## src/rtl/sb_trans_gen_param.sv

```systemverilog
// Sideband transaction generator. Serialises LT and AT frames into 10-bit
// symbols {1'b1, byte, 1'b0}. Each symbol is held for SYM_PERIOD cycles.
// AT frames carry a CRC-16 and duplicate any 0xFE payload byte.
module sb_trans_gen_param #(
    parameter int MAX_LEN    = 8,
    parameter int SYM_PERIOD = 10
) (
    input  logic                 sb_clk,
    input  logic                 rst,
    input  logic                 start,
    input  logic [1:0]           trans_type,
    input  logic [7:0]           lse_sym,
    input  logic [7:0]           addr,
    input  logic [6:0]           len,
    input  logic [MAX_LEN*8-1:0] data,
    input  logic                 disconnect_sbtx,
    input  logic                 tdisconnect_tx_min,
    output logic [9:0]           trans,
    output logic                 sym_strobe,
    output logic [1:0]           trans_state,
    output logic                 busy,
    output logic                 trans_sent,
    output logic                 trans_err
);

    localparam int CW = (SYM_PERIOD > 1) ? $clog2(SYM_PERIOD) : 1;
    localparam int IW = $clog2(MAX_LEN + 1);
    localparam logic [CW-1:0] CNT_LAST = CW'(SYM_PERIOD - 1);
    localparam logic [6:0]    LEN_MAX  = 7'(MAX_LEN);
    localparam logic [7:0]    DLE_B    = 8'hFE;
    localparam logic [7:0]    STX_CMD  = 8'h05;
    localparam logic [7:0]    STX_RSP  = 8'h04;
    localparam logic [7:0]    ETX_B    = 8'h40;

    typedef enum logic [3:0] {
        S_DISCONNECT = 4'd0,
        S_IDLE       = 4'd1,
        S_DLE1       = 4'd2,
        S_STX        = 4'd3,
        S_LSE        = 4'd4,
        S_CLSE       = 4'd5,
        S_ADDR       = 4'd6,
        S_LEN        = 4'd7,
        S_DATA       = 4'd8,
        S_CRC_LO     = 4'd9,
        S_CRC_HI     = 4'd10,
        S_DLE2       = 4'd11,
        S_ETX        = 4'd12
    } state_t;

    // CRC-16 (poly 0x8005), one byte folded in with bit 0 entering first.
    function automatic logic [15:0] crc16_byte(input logic [15:0] crc_in,
                                               input logic [7:0]  byte_in);
        logic [15:0] c;
        c = crc_in;
        for (int i = 0; i < 8; i++) begin
            if (c[15] ^ byte_in[i]) begin
                c = {c[14:0], 1'b0} ^ 16'h8005;
            end else begin
                c = {c[14:0], 1'b0};
            end
        end
        return c;
    endfunction

    state_t                 state_r, state_nx;
    logic                   stuff_r, stuff_nx;
    logic [CW-1:0]          cnt_r, cnt_nx;
    logic [IW-1:0]          idx_r, idx_nx;
    logic [15:0]            crc_r, crc_nx;
    logic [1:0]             type_r;
    logic [7:0]             lse_r, addr_r;
    logic [6:0]             len_r;
    logic [MAX_LEN*8-1:0]   data_r;
    logic                   latch_en_s;
    logic                   wrap_s;
    logic                   reject_s;
    logic [7:0]             cur_byte_s;
    logic [7:0]             data_byte_s;
    logic [7:0]             frame_byte_s;
    logic [9:0]             trans_nx;
    logic [1:0]             trans_state_nx;
    logic                   busy_nx, strobe_nx, sent_nx, err_nx;

    assign wrap_s     = (cnt_r == CNT_LAST);
    assign cur_byte_s = trans[8:1];
    assign reject_s   = trans_type[1] && ((len == 7'd0) || (len > LEN_MAX));

    // Next-state, counters, CRC and event pulses.
    always_comb begin
        state_nx   = state_r;
        stuff_nx   = stuff_r;
        cnt_nx     = cnt_r;
        idx_nx     = idx_r;
        crc_nx     = crc_r;
        latch_en_s = 1'b0;
        strobe_nx  = 1'b0;
        sent_nx    = 1'b0;
        err_nx     = 1'b0;
        if (disconnect_sbtx) begin
            state_nx = S_DISCONNECT;
            stuff_nx = 1'b0;
            cnt_nx   = {CW{1'b0}};
            idx_nx   = {IW{1'b0}};
            if ((state_r != S_DISCONNECT) && (state_r != S_IDLE)) begin
                err_nx = 1'b1;
            end else begin
                err_nx = 1'b0;
            end
        end else begin
            case (state_r)
                S_DISCONNECT: begin
                    if (tdisconnect_tx_min) begin
                        state_nx = S_IDLE;
                    end else begin
                        state_nx = S_DISCONNECT;
                    end
                end
                S_IDLE: begin
                    if (start) begin
                        latch_en_s = 1'b1;
                        if (reject_s) begin
                            err_nx = 1'b1;
                        end else begin
                            state_nx  = S_DLE1;
                            stuff_nx  = 1'b0;
                            cnt_nx    = {CW{1'b0}};
                            idx_nx    = {IW{1'b0}};
                            crc_nx    = 16'hFFFF;
                            strobe_nx = 1'b1;
                        end
                    end else begin
                        state_nx = S_IDLE;
                    end
                end
                default: begin
                    if (wrap_s) begin
                        cnt_nx = {CW{1'b0}};
                        // The stuffed copy of a byte is not part of the CRC.
                        if (!stuff_r && (state_r inside {S_STX, S_ADDR, S_LEN, S_DATA})) begin
                            crc_nx = crc16_byte(crc_r, cur_byte_s);
                        end else begin
                            crc_nx = crc_r;
                        end
                        if (!stuff_r && (cur_byte_s == DLE_B) &&
                            (state_r inside {S_ADDR, S_LEN, S_DATA, S_CRC_LO, S_CRC_HI})) begin
                            stuff_nx  = 1'b1;
                            strobe_nx = 1'b1;
                        end else begin
                            stuff_nx  = 1'b0;
                            strobe_nx = 1'b1;
                            case (state_r)
                                S_DLE1:   state_nx = (type_r == 2'd0) ? S_LSE : S_STX;
                                S_LSE:    state_nx = S_CLSE;
                                S_STX:    state_nx = S_ADDR;
                                S_ADDR:   state_nx = S_LEN;
                                S_LEN: begin
                                    idx_nx   = {IW{1'b0}};
                                    state_nx = type_r[1] ? S_DATA : S_CRC_LO;
                                end
                                S_DATA: begin
                                    if (7'(idx_r) == (len_r - 7'd1)) begin
                                        state_nx = S_CRC_LO;
                                    end else begin
                                        idx_nx = idx_r + IW'(1);
                                    end
                                end
                                S_CRC_LO: state_nx = S_CRC_HI;
                                S_CRC_HI: state_nx = S_DLE2;
                                S_DLE2:   state_nx = S_ETX;
                                S_CLSE, S_ETX: begin
                                    state_nx  = S_IDLE;
                                    strobe_nx = 1'b0;
                                    sent_nx   = 1'b1;
                                end
                                default: begin
                                    state_nx  = S_IDLE;
                                    strobe_nx = 1'b0;
                                end
                            endcase
                        end
                    end else begin
                        cnt_nx = cnt_r + CW'(1);
                    end
                end
            endcase
        end
    end

    // Byte carried by the symbol belonging to the next state.
    always_comb begin
        data_byte_s  = 8'h00;
        frame_byte_s = 8'h00;
        for (int i = 0; i < MAX_LEN; i++) begin
            if (idx_nx == IW'(i)) begin
                data_byte_s = data_r[i*8 +: 8];
            end else begin
                data_byte_s = data_byte_s;
            end
        end
        case (state_nx)
            S_DLE1, S_DLE2: frame_byte_s = DLE_B;
            S_STX:          frame_byte_s = (type_r == 2'd3) ? STX_RSP : STX_CMD;
            S_LSE:          frame_byte_s = lse_r;
            S_CLSE:         frame_byte_s = ~lse_r;
            S_ADDR:         frame_byte_s = addr_r;
            S_LEN:          frame_byte_s = {len_r, (type_r == 2'd2)};
            S_DATA:         frame_byte_s = data_byte_s;
            S_CRC_LO:       frame_byte_s = crc_nx[7:0];
            S_CRC_HI:       frame_byte_s = crc_nx[15:8];
            S_ETX:          frame_byte_s = ETX_B;
            default:        frame_byte_s = 8'h00;
        endcase
    end

    // Line level, coarse state and busy derived from the next state.
    always_comb begin
        trans_nx       = 10'h000;
        trans_state_nx = 2'd0;
        busy_nx        = 1'b0;
        case (state_nx)
            S_DISCONNECT: begin
                trans_nx       = 10'h000;
                trans_state_nx = 2'd0;
                busy_nx        = 1'b0;
            end
            S_IDLE: begin
                trans_nx       = 10'h3FF;
                trans_state_nx = 2'd1;
                busy_nx        = 1'b0;
            end
            default: begin
                trans_nx       = {1'b1, frame_byte_s, 1'b0};
                trans_state_nx = 2'd2;
                busy_nx        = 1'b1;
            end
        endcase
    end

    // FSM, counters, CRC and registered outputs.
    always_ff @(posedge sb_clk or posedge rst) begin
        if (rst) begin
            state_r     <= S_DISCONNECT;
            stuff_r     <= 1'b0;
            cnt_r       <= {CW{1'b0}};
            idx_r       <= {IW{1'b0}};
            crc_r       <= 16'hFFFF;
            trans       <= 10'h000;
            sym_strobe  <= 1'b0;
            trans_state <= 2'd0;
            busy        <= 1'b0;
            trans_sent  <= 1'b0;
            trans_err   <= 1'b0;
        end else begin
            state_r     <= state_nx;
            stuff_r     <= stuff_nx;
            cnt_r       <= cnt_nx;
            idx_r       <= idx_nx;
            crc_r       <= crc_nx;
            trans       <= trans_nx;
            sym_strobe  <= strobe_nx;
            trans_state <= trans_state_nx;
            busy        <= busy_nx;
            trans_sent  <= sent_nx;
            trans_err   <= err_nx;
        end
    end

    // Request fields captured when a start is taken in IDLE.
    always_ff @(posedge sb_clk or posedge rst) begin
        if (rst) begin
            type_r <= 2'd0;
            lse_r  <= 8'h00;
            addr_r <= 8'h00;
            len_r  <= 7'd0;
            data_r <= {(MAX_LEN*8){1'b0}};
        end else if (latch_en_s) begin
            type_r <= trans_type;
            lse_r  <= lse_sym;
            addr_r <= addr;
            len_r  <= len;
            data_r <= data;
        end
    end

endmodule

```

## config.mk

```make
export PLATFORM = sky130hd
export DESIGN_NAME = sb_trans_gen_param
export DESIGN_NICKNAME = d
export VERILOG_FILES = /design/src/rtl/sb_trans_gen_param.sv
export SDC_FILE = /design/constraint.sdc
export NUM_CORES = 1
export LEC_CHECK = 0
export BUFFER_PORTS_ARGS = -buffer_cell sky130_fd_sc_hd__buf_4
export CAP_MARGIN = 20
export CORE_ASPECT_RATIO = 1.2
export CORE_UTILIZATION = 33
export DETAILED_ROUTE_END_ITERATION = 16
export SLEW_MARGIN = 20
export SYNTH_ARGS = -nofsm -noshare
export SYNTH_HDL_FRONTEND = slang
export SYNTH_SLANG_ARGS = --single-unit
```

## constraint.sdc

```tcl
create_clock -name sb_clk -period 3.8 [get_ports sb_clk]
set_input_delay 0.19 -clock sb_clk [delete_from_list [all_inputs] [get_ports sb_clk]]
set_output_delay 0.19 -clock sb_clk [all_outputs]
set_load 0.005 [all_outputs]
```

**Word-level counts from Yosys, hierarchy flattened**

Index checks and enable logic that the tools add are counted.

- Flip-flop bits (word level): 134
- Output and inout port bits: 16
- Logic and storage cells: 205

- $add $sub $neg: 3
- $lt $le $gt $ge: 1
- Equality and inequality tests: 40
- Muxes and demuxes: 105
- Bitwise operators: 17
- Reductions and logical operators: 23

Operator list:

| operator | count |
|---|---|
| 2-to-1 mux 16 bit | 41 |
| case mux 8 bit (10 select lines) | 1 |
| 2-to-1 mux 4 bit | 16 |
| 2-to-1 mux 8 bit | 8 |
| equality test 4 x 3 -> 1 bit (second input constant) | 12 |
| equality test 4 bit (second input constant) | 11 |
| case mux 4 bit (9 select lines) | 1 |
| case mux 16 bit (2 select lines) | 1 |
| case mux 4 bit (2 select lines) | 4 |
| 2-to-1 mux 1 bit | 28 |
| equality test 4 x 2 -> 1 bit (second input constant) | 6 |
| inverter 3 bit | 8 |
| case mux 10 bit (2 select lines) | 1 |
| equality test 4 x 1 -> 1 bit (second input constant) | 3 |
| logical NOT 4 bit | 3 |
| OR reduction 9 bit | 1 |
| adder 4 x 1 -> 4 bit (second input constant) | 2 |
| equality test 8 bit (second input constant) | 1 |
| inverter 8 bit | 1 |
| nonzero test 4 bit | 2 |
| OR reduction 2 bit | 4 |
| bitwise XOR 1 bit | 8 |
| equality test 4 x 7 -> 1 bit | 1 |
| greater-than comparator 7 x 4 -> 1 bit (second input constant) | 1 |
| other kinds (17) | 24 |

**Longest topological paths before layout**

Gate-level depths: netlist of the first run.

- Word-level depth: 51
- Gate-level depth with buffers: 14
- Mapped depth without buffers: 12

**Worst setup path before layout of the first run**

OpenSTA, ideal clock, no wires.

- Kind: register to register
- From: register len_r[0]
- To: register trans[4]
- Data arrival time: 2873 ps
- Data required time: 3660 ps
- Slack: 787 ps
- Cell stages (with the launch flop): 14
- Period minus slack after synthesis: 3013 ps
- Cell sequence: dfrtp_1 > inv_1 > ha_1 > o311a_1 > a211oi_2 > nand3_1 > a221o_1 > buf_4 > inv_2 > buf_4 > nor3_1 > a211oi_2 > o211a_1 > o2111ai_1

- Elaborated cells between the ends (all ways): 46
- Those cells by class: 1 x add/sub; 20 x eq/ne; 22 x mux; 3 x reduce/logical

RTL lines:

| element | line | RTL |
|---|---|---|
| start: declaration | 73 | `logic [6:0] len_r;` |
| start signal: assignment | 281 | `len_r <= len;` |
| subtractor 7 x 1 -> 7 bit (*) | 162 | `if (7'(idx_r) == (len_r - 7'd1)) begin` |
| equality test 4 x 7 -> 1 bit (*) | 162 |  |
| 2-to-1 mux 4 bit (*) | 162 |  |
| case mux 4 bit (9 select lines) (*) | 152 | `case (state_r)` |
| 2-to-1 mux 4 bit (*) | 145 | `if (!stuff_r && (cur_byte_s == DLE_B) &&` |
| 2-to-1 mux 4 bit (*) | 137 | `if (wrap_s) begin` |
| case mux 4 bit (2 select lines) (*) | 111 | `case (state_r)` |
| 2-to-1 mux 4 bit (*) | 100 | `if (disconnect_sbtx) begin` |
| via state_nx[0] | 66 | `state_t state_r, state_nx;` |
| equality test 4 x 2 -> 1 bit or equality test 4 bit (tied branches) | 201 | `case (state_nx)` |
| OR reduction 2 bit | 201 |  |
| case mux 8 bit (10 select lines) | 201 |  |
| case mux 10 bit (2 select lines) (*) | 221 | `case (state_nx)` |
| via trans_nx[4] | 81 | `logic [9:0] trans_nx;` |
| end signal: assignment | 260 | `trans <= trans_nx;` |
| end: declaration | 18 | `output logic [9:0] trans,` |

Mark *: on every way through the listed nets, which the timed path passes. The rest lies on a longest branch.
A chain may end at the register's enable or synchronous reset.

**Worst setup path after layout of the first run**

- From: register state_r[1]
- To: register trans[3]

- Cells in the longest elaborated chain, start to end: 18
- Elaborated cells between the ends (all ways): 64
- Those cells by class: 29 x eq/ne; 27 x mux; 8 x reduce/logical

Ends and longest elaborated chain:

| element | line | RTL |
|---|---|---|
| start: declaration | 66 |  |
| start signal: assignment | 255 | `state_r <= state_nx;` |
| equality test 4 x 3 -> 1 bit (tied with other cells) | 140, 146, 152 |  |
| nonzero test 5 bit | 146 | `(state_r inside {S_ADDR, S_LEN, S_DATA, S_CRC_LO, S_CRC_HI})) begin` |
| logical AND 1 bit | 145 |  |
| 2-to-1 mux 4 bit | 145 |  |
| 2-to-1 mux 4 bit | 137 |  |
| case mux 4 bit (2 select lines) | 111 |  |
| 2-to-1 mux 4 bit | 100 |  |
| logical NOT 4 bit | 195 | `if (idx_nx == IW'(i)) begin` |
| 2-to-1 mux 8 bit (8 in a row) | 195 |  |
| case mux 8 bit (10 select lines) | 201 |  |
| case mux 10 bit (2 select lines) (*) | 221 |  |
| via trans_nx[3] | 81 |  |

Marks and branches as above.

==> summary.md, run 1 <==
| Metric | Value |
|---|---|
| Status | `completed` |
| Crit path required time | `4.13 ns` |
| Max-cap viol count | `0` |
| Synth Flop Type | `dfrtp_1` |
| Core ar. | `20900 sq um` |
| Clock skew | `0.0111 ns` |
| Register area share after synthesis | `47.3%` |
| Crit. Startpoint | `state_r[1]` |
| Avg Cell Area, Syn | `10.6 sq um` |
| Share of power burned in registers | `42.8%` |
| Die height | `162 um` |
| Worst-skew pair later-pin latency | `0.42 ns` |
| Combinational share of power | `24.4%` |
| Post-Synthesis Cells | `660` |
| H-tree depth | `4` |
| Internal | `3.31 mW` |
| Worst slew margin | `47.7%` |
| Starting Density | `33.6%` |
| Max clock buf depth | `2` |
| Die Wd | `135 um` |
| Post-synthesis async set-or-reset flop share | `100%` |
| Area growth from synthesis to layout | `32.6%` |
| Actual slew at the worst max-slew pin | `0.778 ns` |
| Final Max Tran Viols | `0` |
| Final setup viols | `0` |
| Placed cell count | `1022` |
| Hold Crit Class | `primary input to flop` |
| CTS clk-pin slew, worst paths | `0.06 ns` |
| Multi-input gate area | `3460 sq um` |
| Mapped Area | `7030 sq um` |
| Syn nets | `758` |
| Num rows | `58` |
| Routed WL per cell | `18.2 um` |
| Setup crit start kind | `flop` |
| YS warnings | `0` |
| Leak pwr | `3.93 nW` |
| Initial antenna violation count | `0` |
| # diodes | `0` |
| Fin worst setup slack | `0.208 ns` |
| Worst vdd ir | `0.000324 V` |
| Post-synth EDFFs | `0` |
| TNS Setup | `0 ns` |
| Number of distinct library cells after synthesis | `81` |
| First-pass GRT wire length | `32300 um` |
| Dpl hpwl | `14900 um` |
| Vias in the first global route | `5848` |
| Area post-placement | `8170 sq um` |
| Die footprint | `21900 sq um` |
| Number of buffers created by CTS | `17` |
| Vias | `5824` |
| Routability-driven placement congestion ratio | `0.874` |
| Root Driver | `clkbuf_16` |
| Crit Path Class | `flop to flop` |
| Util after Layout | `44.6%` |
| Min cycle time layout | `3.59 ns` |
| Total power per unit cell area | `501 nW/um^2` |
| Drt first pass iters | `5` |
| Clock Power Share | `32.8%` |
| Sw frac | `29.2%` |
| CTS tree | `built` |
| RSZ-0062 raised after global routing | `no` |
| Vias per inst | `5.24` |
| Fmax | `0.278 GHz` |
| Number of I/O port buffers | `109` |
| Register area | `3330 sq um` |
| Clk sinks | `132` |
| Total congestion overflow | `0` |
| Total wire length | `20300 um` |
| IO Pins | `110` |
| Antenna viol nets, final | `0` |
| Pre-CTS WS | `0.119 ns` |
| Fin area | `9320 sq um` |
| Fill count | `1991` |
| Final Hold Viols | `0` |
| NumNets Final | `928` |
| GRT Overall Usage | `19.3%` |
| #FFs+latches synth | `132` |
| Nature of the critical path endpoint | `flop` |
| Period utilization | `94.5%` |
| 1st-iter DRT viols | `288` |
| Largest net degree at the start of global routing | `56` |
| Tot Pwr | `4.67 mW` |
| Hold Crit Start | `data[60]` |
| Worst r2r src | `state_r[1]` |
| Critical path arrival | `3.93 ns` |
| Hold_ws | `0.00263 ns` |
| Non-Filler Instances | `1111` |
| Share of post-route cells with drive strength above 1 | `33.9%` |
| Post-route DRC violation count | `0` |
| Crit Path Max Fanout | `16` |
| Psw | `1.36 mW` |
==> worst max-delay path, stage by stage, from the launching register on <==
cell and delay (ns):
dfrtp_1 0.57, nor4b_2 0.54, o21ai_0 0.14, and2_1 0.18
o311ai_0 0.33, o311a_1 0.52, nand3_1 0.34, a311oi_1 0.50
o221ai_1 0.23, o2111ai_1 0.14
==> area by class of cell <==
| cell class | count | area share [%] |
|---|---|---|
| multi-input cells | 470 | 37.1 |
| flip-flops and latches | 132 | 35.7 |
| repair buffers | 191 | 17.0 |
| clock buffers | 19 | 4.75 |
| well taps | 270 | 3.63 |
| clock inverters | 11 | 1.13 |
| inverters | 18 | 0.752 |
==> cell families after synthesis <==
| kind of cell | after synthesis | synth area share [%] |
|---|---|---|
| DFF | 132 | 47.3 |
| adders and majority gates | 4 | 0.712 |
| muxes | 90 | 14.4 |
| and+or+nand+nor | 195 | 13.9 |
| AOI/OAI and AO/OA | 153 | 16.4 |
| xor gates and xnor gates | 28 | 3.70 |
| buffers and inverters | 58 | 3.67 |
==> cells in the mapped netlist, types with 3 or more instances <==
master     number  area, sq um
nand4_1        10         62.6
nand2b_1        5         31.3
and2_1          8         50.1
o221ai_1        7         61.3
nor3_1         21          105
xor2_1         10         87.6
o22ai_1         3         18.8
o211a_1         5         50.1
nor4_1          3         18.8
buf_4           4         30.0
a21o_1          5         37.5
clkbuf_1       24         90.1
o21ai_0        16         80.1
a211oi_1        4         30.0
nand3_1        15         75.1
o21a_1          3         22.5
dfstp_2        16          420
inv_1          15         56.3
ha_1            4         50.1
o2111ai_1       4         35.0
mux2_2         87          980
a21oi_1        32          160
or3_1           8         50.1
nand2_1        85          319
a311oi_1        8         70.1
o22a_1         16          140
nor2_1         19         71.3
o211ai_1        9         67.6
nor2b_1         3         18.8
mux2i_1         3         30.0
dfrtp_1       116         2900
xnor2_1        17          149
buf_2           8         40.0
==> placed cells by master (no fill, tap or decap), drive strengths merged, types with 15 or more instances in the layout <==
cell	instances
clkbuf	19
dfrtp	116
nor3	22
nand3	15
nand2	85
dlygate4sd3	59
inv	19
nor2	19
dfstp	16
o21ai	19
buf	132
o22a	16
mux2	87
xnor2	17
a21oi	32
==> layer usage <==
metal | wire length (um) | up-vias | track usage, %
met4 | 571 | 0 | 7.71
li1 | - | 2770 | -
met3 | 657 | 34 | 3.37
met1 | 8720 | 2874 | 24.4
met5 | 0 | - | 0
met2 | 10300 | 146 | 32.6
==> state kept, by name, summed over array words and instances, names as in the netlist <==
register,cells
cnt_r,4
trans_err,1
trans_state,1
type_r,2
stuff_r,1
addr_r,8
crc_r,16
busy,1
state_r,4
sym_strobe,1
data_r,64
len_r,7
lse_r,8
trans_sent,1
idx_r,4
trans,9
==> final timing paths <==
kind / to / slack (ns) / cells past startpoint
setup / recovery: trans[3] / 0.21 / 9
hold / removal: data_r[60] / 0.003 / 2
setup reg to reg: trans[3] / 0.21 / 9
hold reg to reg: data_r[60] / 0.50 / 1
max in group asynchronous: crc_r[6] / 2.48 / 4
min in group asynchronous: lse_r[3] / 0.40 / 3
==> power groups by stage <==
stage / clock [mW] / combinational (mW) / sequential, mW
after CTS: 1.56 / 1.13 / 2.00
after floorplan: 0 / 0.822 / 1.92
after global placement: 0 / 1.08 / 2.02
final: 1.53 / 1.14 / 2.00
after global routing: 1.63 / 1.25 / 2.04
after detailed placement: 0 / 1.09 / 2.02
==> what timing repair did <==
| item | CTS | global route |
|---|---|---|
| setup endpoints to repair | 0 | 2 |
| buffers inserted | 0 | 0 |
| endpoints found under the hold margin | 88 | 12 |
| hold buffers | 47 | 12 |
| resized for setup | 0 | 3 |
No activity file was read; power rests on OpenSTA's default activity.
==> inputs of run 2 (changes only) <==
--- a/config.mk
+++ b/config.mk
@@ -8,6 +8,7 @@
 export BUFFER_PORTS_ARGS = -buffer_cell sky130_fd_sc_hd__buf_4
 export CAP_MARGIN = 20
 export CORE_ASPECT_RATIO = 1.2
+export CORE_MARGIN = 2
 export CORE_UTILIZATION = 33
 export DETAILED_ROUTE_END_ITERATION = 16
 export SLEW_MARGIN = 20
==> run 2 against run 1 <==
Against the previous run:
- the flow now finishes with violations (hold timing)
- global-route usage about the same
- critical path depth increased by 1
- first-iteration DRC count is 26% higher
- final cell count decreased by 0.36%
- register-to-register slack better by 0.14 ns
- sequential share of layout area about the same
- worst setup slack improved by 0.14 ns
- clock power is 7% higher
- critical path type unchanged
- critical endpoint is now trans[4]
==> summary.md, run 2 (synthesized netlist as in run 1, its figures left out) <==
| Metric | Value |
|---|---|
| Fmax | `0.289 GHz` |
| Crit path cell chain | `buf_4 -> or3_1 -> o211ai_2 -> a2111oi_0 -> a211o_1 -> clkinv_1 -> nor3_1 -> a311oi_1 -> o221ai_1 -> o2111ai_1` |
| Period utilization | `90.9%` |
| Vias in the first global route | `6017` |
| CTS tree | `built` |
| Fin worst setup slack | `0.345 ns` |
| Fill count | `1984` |
| Multi-input gate area | `3460 sq um` |
| Vias per inst | `5.24` |
| TNS Setup | `0 ns` |
| Crit Path Max Fanout | `17` |
| Internal | `3.39 mW` |
| Min cycle time layout | `3.46 ns` |
| CTS clk-pin slew, worst paths | `0.06 ns` |
| Worst slew margin | `35.5%` |
| Num rows | `58` |
| Commonest non-fill, non-tap cell in the layout | `buf_4` |
| Clk sinks | `132` |
| Antenna viol nets, final | `0` |
| Root Driver | `clkbuf_16` |
| Area growth from synthesis to layout | `32.7%` |
| Pre-CTS WS | `0.212 ns` |
| Die footprint | `22500 sq um` |
| Hold_ws | `-0.0229 ns` |
| Total wire length | `20700 um` |
| Routability-driven placement congestion ratio | `0.925` |
| Hold Crit Class | `primary input to async pin` |
| Sw frac | `28.8%` |
| Number of I/O port buffers | `109` |
| Tot Pwr | `4.77 mW` |
| Final Max Tran Viols | `0` |
| Initial antenna violation count | `0` |
| Clock Power Share | `34.2%` |
| WP buf/inv | `2` |
| Share of power burned in registers | `42.1%` |
| Leak pwr | `3.93 nW` |
| Status | `complete, but fails checks` |
| Worst-skew pair later-pin latency | `0.43 ns` |
| RSZ-0062 raised after global routing | `no` |
| Max reg flops | `64` |
| First-pass GRT wire length | `33100 um` |
| Die Wd | `137 um` |
| Largest regs | `data_r: 64 flops, crc_r: 16 flops, trans: 9 flops` |
| Clock skew | `0.00752 ns` |
| Setup crit start kind | `flop` |
| Post CTS Setup Buffer Count | `0` |
| Post-route DRC violation count | `0` |
| Max-cap viol count | `0` |
| Non-Filler Instances | `1107` |
| Nature of the critical path endpoint | `flop` |
| Most frequent cells in the layout | `buf_4, dfrtp_1, mux2_2` |
| GRT Overall Usage | `19.4%` |
| Vias | `5796` |
| IO Pins | `110` |
| Routed WL per cell | `18.7 um` |
| Combinational share of power | `23.6%` |
| Crit path required time | `4.07 ns` |
| Failing checks | `hold timing` |
| Starting Density | `33.6%` |
| Delay-heaviest family, CP | `compound AO/OA/AOI/OAI gates` |
| NumNets Final | `923` |
| Drt first pass iters | `5` |
| Dpl hpwl | `15200 um` |
| Largest net degree at the start of global routing | `77` |
| Top reg by flops | `data_r` |
| Number of buffers created by CTS | `17` |
| Die height | `164 um` |
| R2r setup slk | `0.34 ns` |
| H-tree depth | `4` |
| Slowest stage cell, crit path | `a2111oi_0` |
| Psw | `1.38 mW` |
| 1st-iter DRT viols | `362` |
| Actual slew at the worst max-slew pin | `0.967 ns` |
| Max clock buf depth | `2` |
| Critical path arrival | `3.72 ns` |
| Share of post-route cells with drive strength above 1 | `33.8%` |
| Total power per unit cell area | `511 nW/um^2` |
| # diodes | `0` |
| Slowest cell delay on critical path | `0.56 ns` |
| Final Hold Viols | `8` |
| Crit Path Class | `flop to flop` |
| Core ar. | `20900 sq um` |
| Register area | `3320 sq um` |
| Final setup viols | `0` |
| Worst vdd ir | `0.000285 V` |
| Total congestion overflow | `0` |
| Placed cell count | `1020` |
run 2: path summary, 6_finish.rpt:
| check | from | end | cells after the start |
|---|---|---|---|
| min | rst | data_r[0] | 2 |
| max reg2reg | state_r[2] | trans[4] | 10 |
| max in group asynchronous | rst | crc_r[4] | 3 |
| min in group sb_clk | len[4] | len_r[4] | 2 |
| max | state_r[2] | trans[4] | 10 |
| min reg2reg | data_r[59] | data_r[59] | 1 |
run 2: metrics by stage:
stage | util (%) | cell area [sq um] | hold slack [ns]
5_1_grt | 44.6 | 9330 | 0.00168
3_5_place_dp | 39.1 | 8170 | 0.425
4_1_cts | 44.6 | 9310 | 0.00105
3_3_place_gp | 39.1 | 8170 | 0.408
2_1_floorplan | - | 7030 | 0.307
6_report | 44.6 | 9330 | -0.0229
run 2: power by group through the flow:
| stage | logic, mW | clock network (mW) | registers, mW |
|---|---|---|---|
| after detailed placement | 1.08 | 0 | 2.03 |
| final | 1.13 | 1.63 | 2.01 |
| after global placement | 1.06 | 0 | 2.03 |
| after CTS | 1.13 | 1.66 | 2.01 |
| after floorplan | 0.822 | 0 | 1.92 |
| after global routing | 1.23 | 1.72 | 2.05 |
run 2: what timing repair did:
action / 4_1_cts / 5_1_grt
hold buffers: 56 / 0
endpoints found under the setup margin: 0 / 7
hold endpoints to repair: 56 / 0
resized for setup: 0 / 3
run 2: cell type report:
type / count / area share [%]
repair buffers: 186 / 16.6
multi-input cells: 470 / 37.1
clock buffers: 20 / 4.90
well taps: 270 / 3.62
clock inverters: 11 / 1.37
flip-flops and latches: 132 / 35.7
inverters: 18 / 0.751
run 2: metal layers:
metal	part of all wire [%]	vias to the layer above	track usage (%)
li1	-	2773	-
met1	41	2815	22.8
met2	52	164	34.5
met3	4.2	44	3.12
met4	3.2	0	8.39
met5	0	-	0
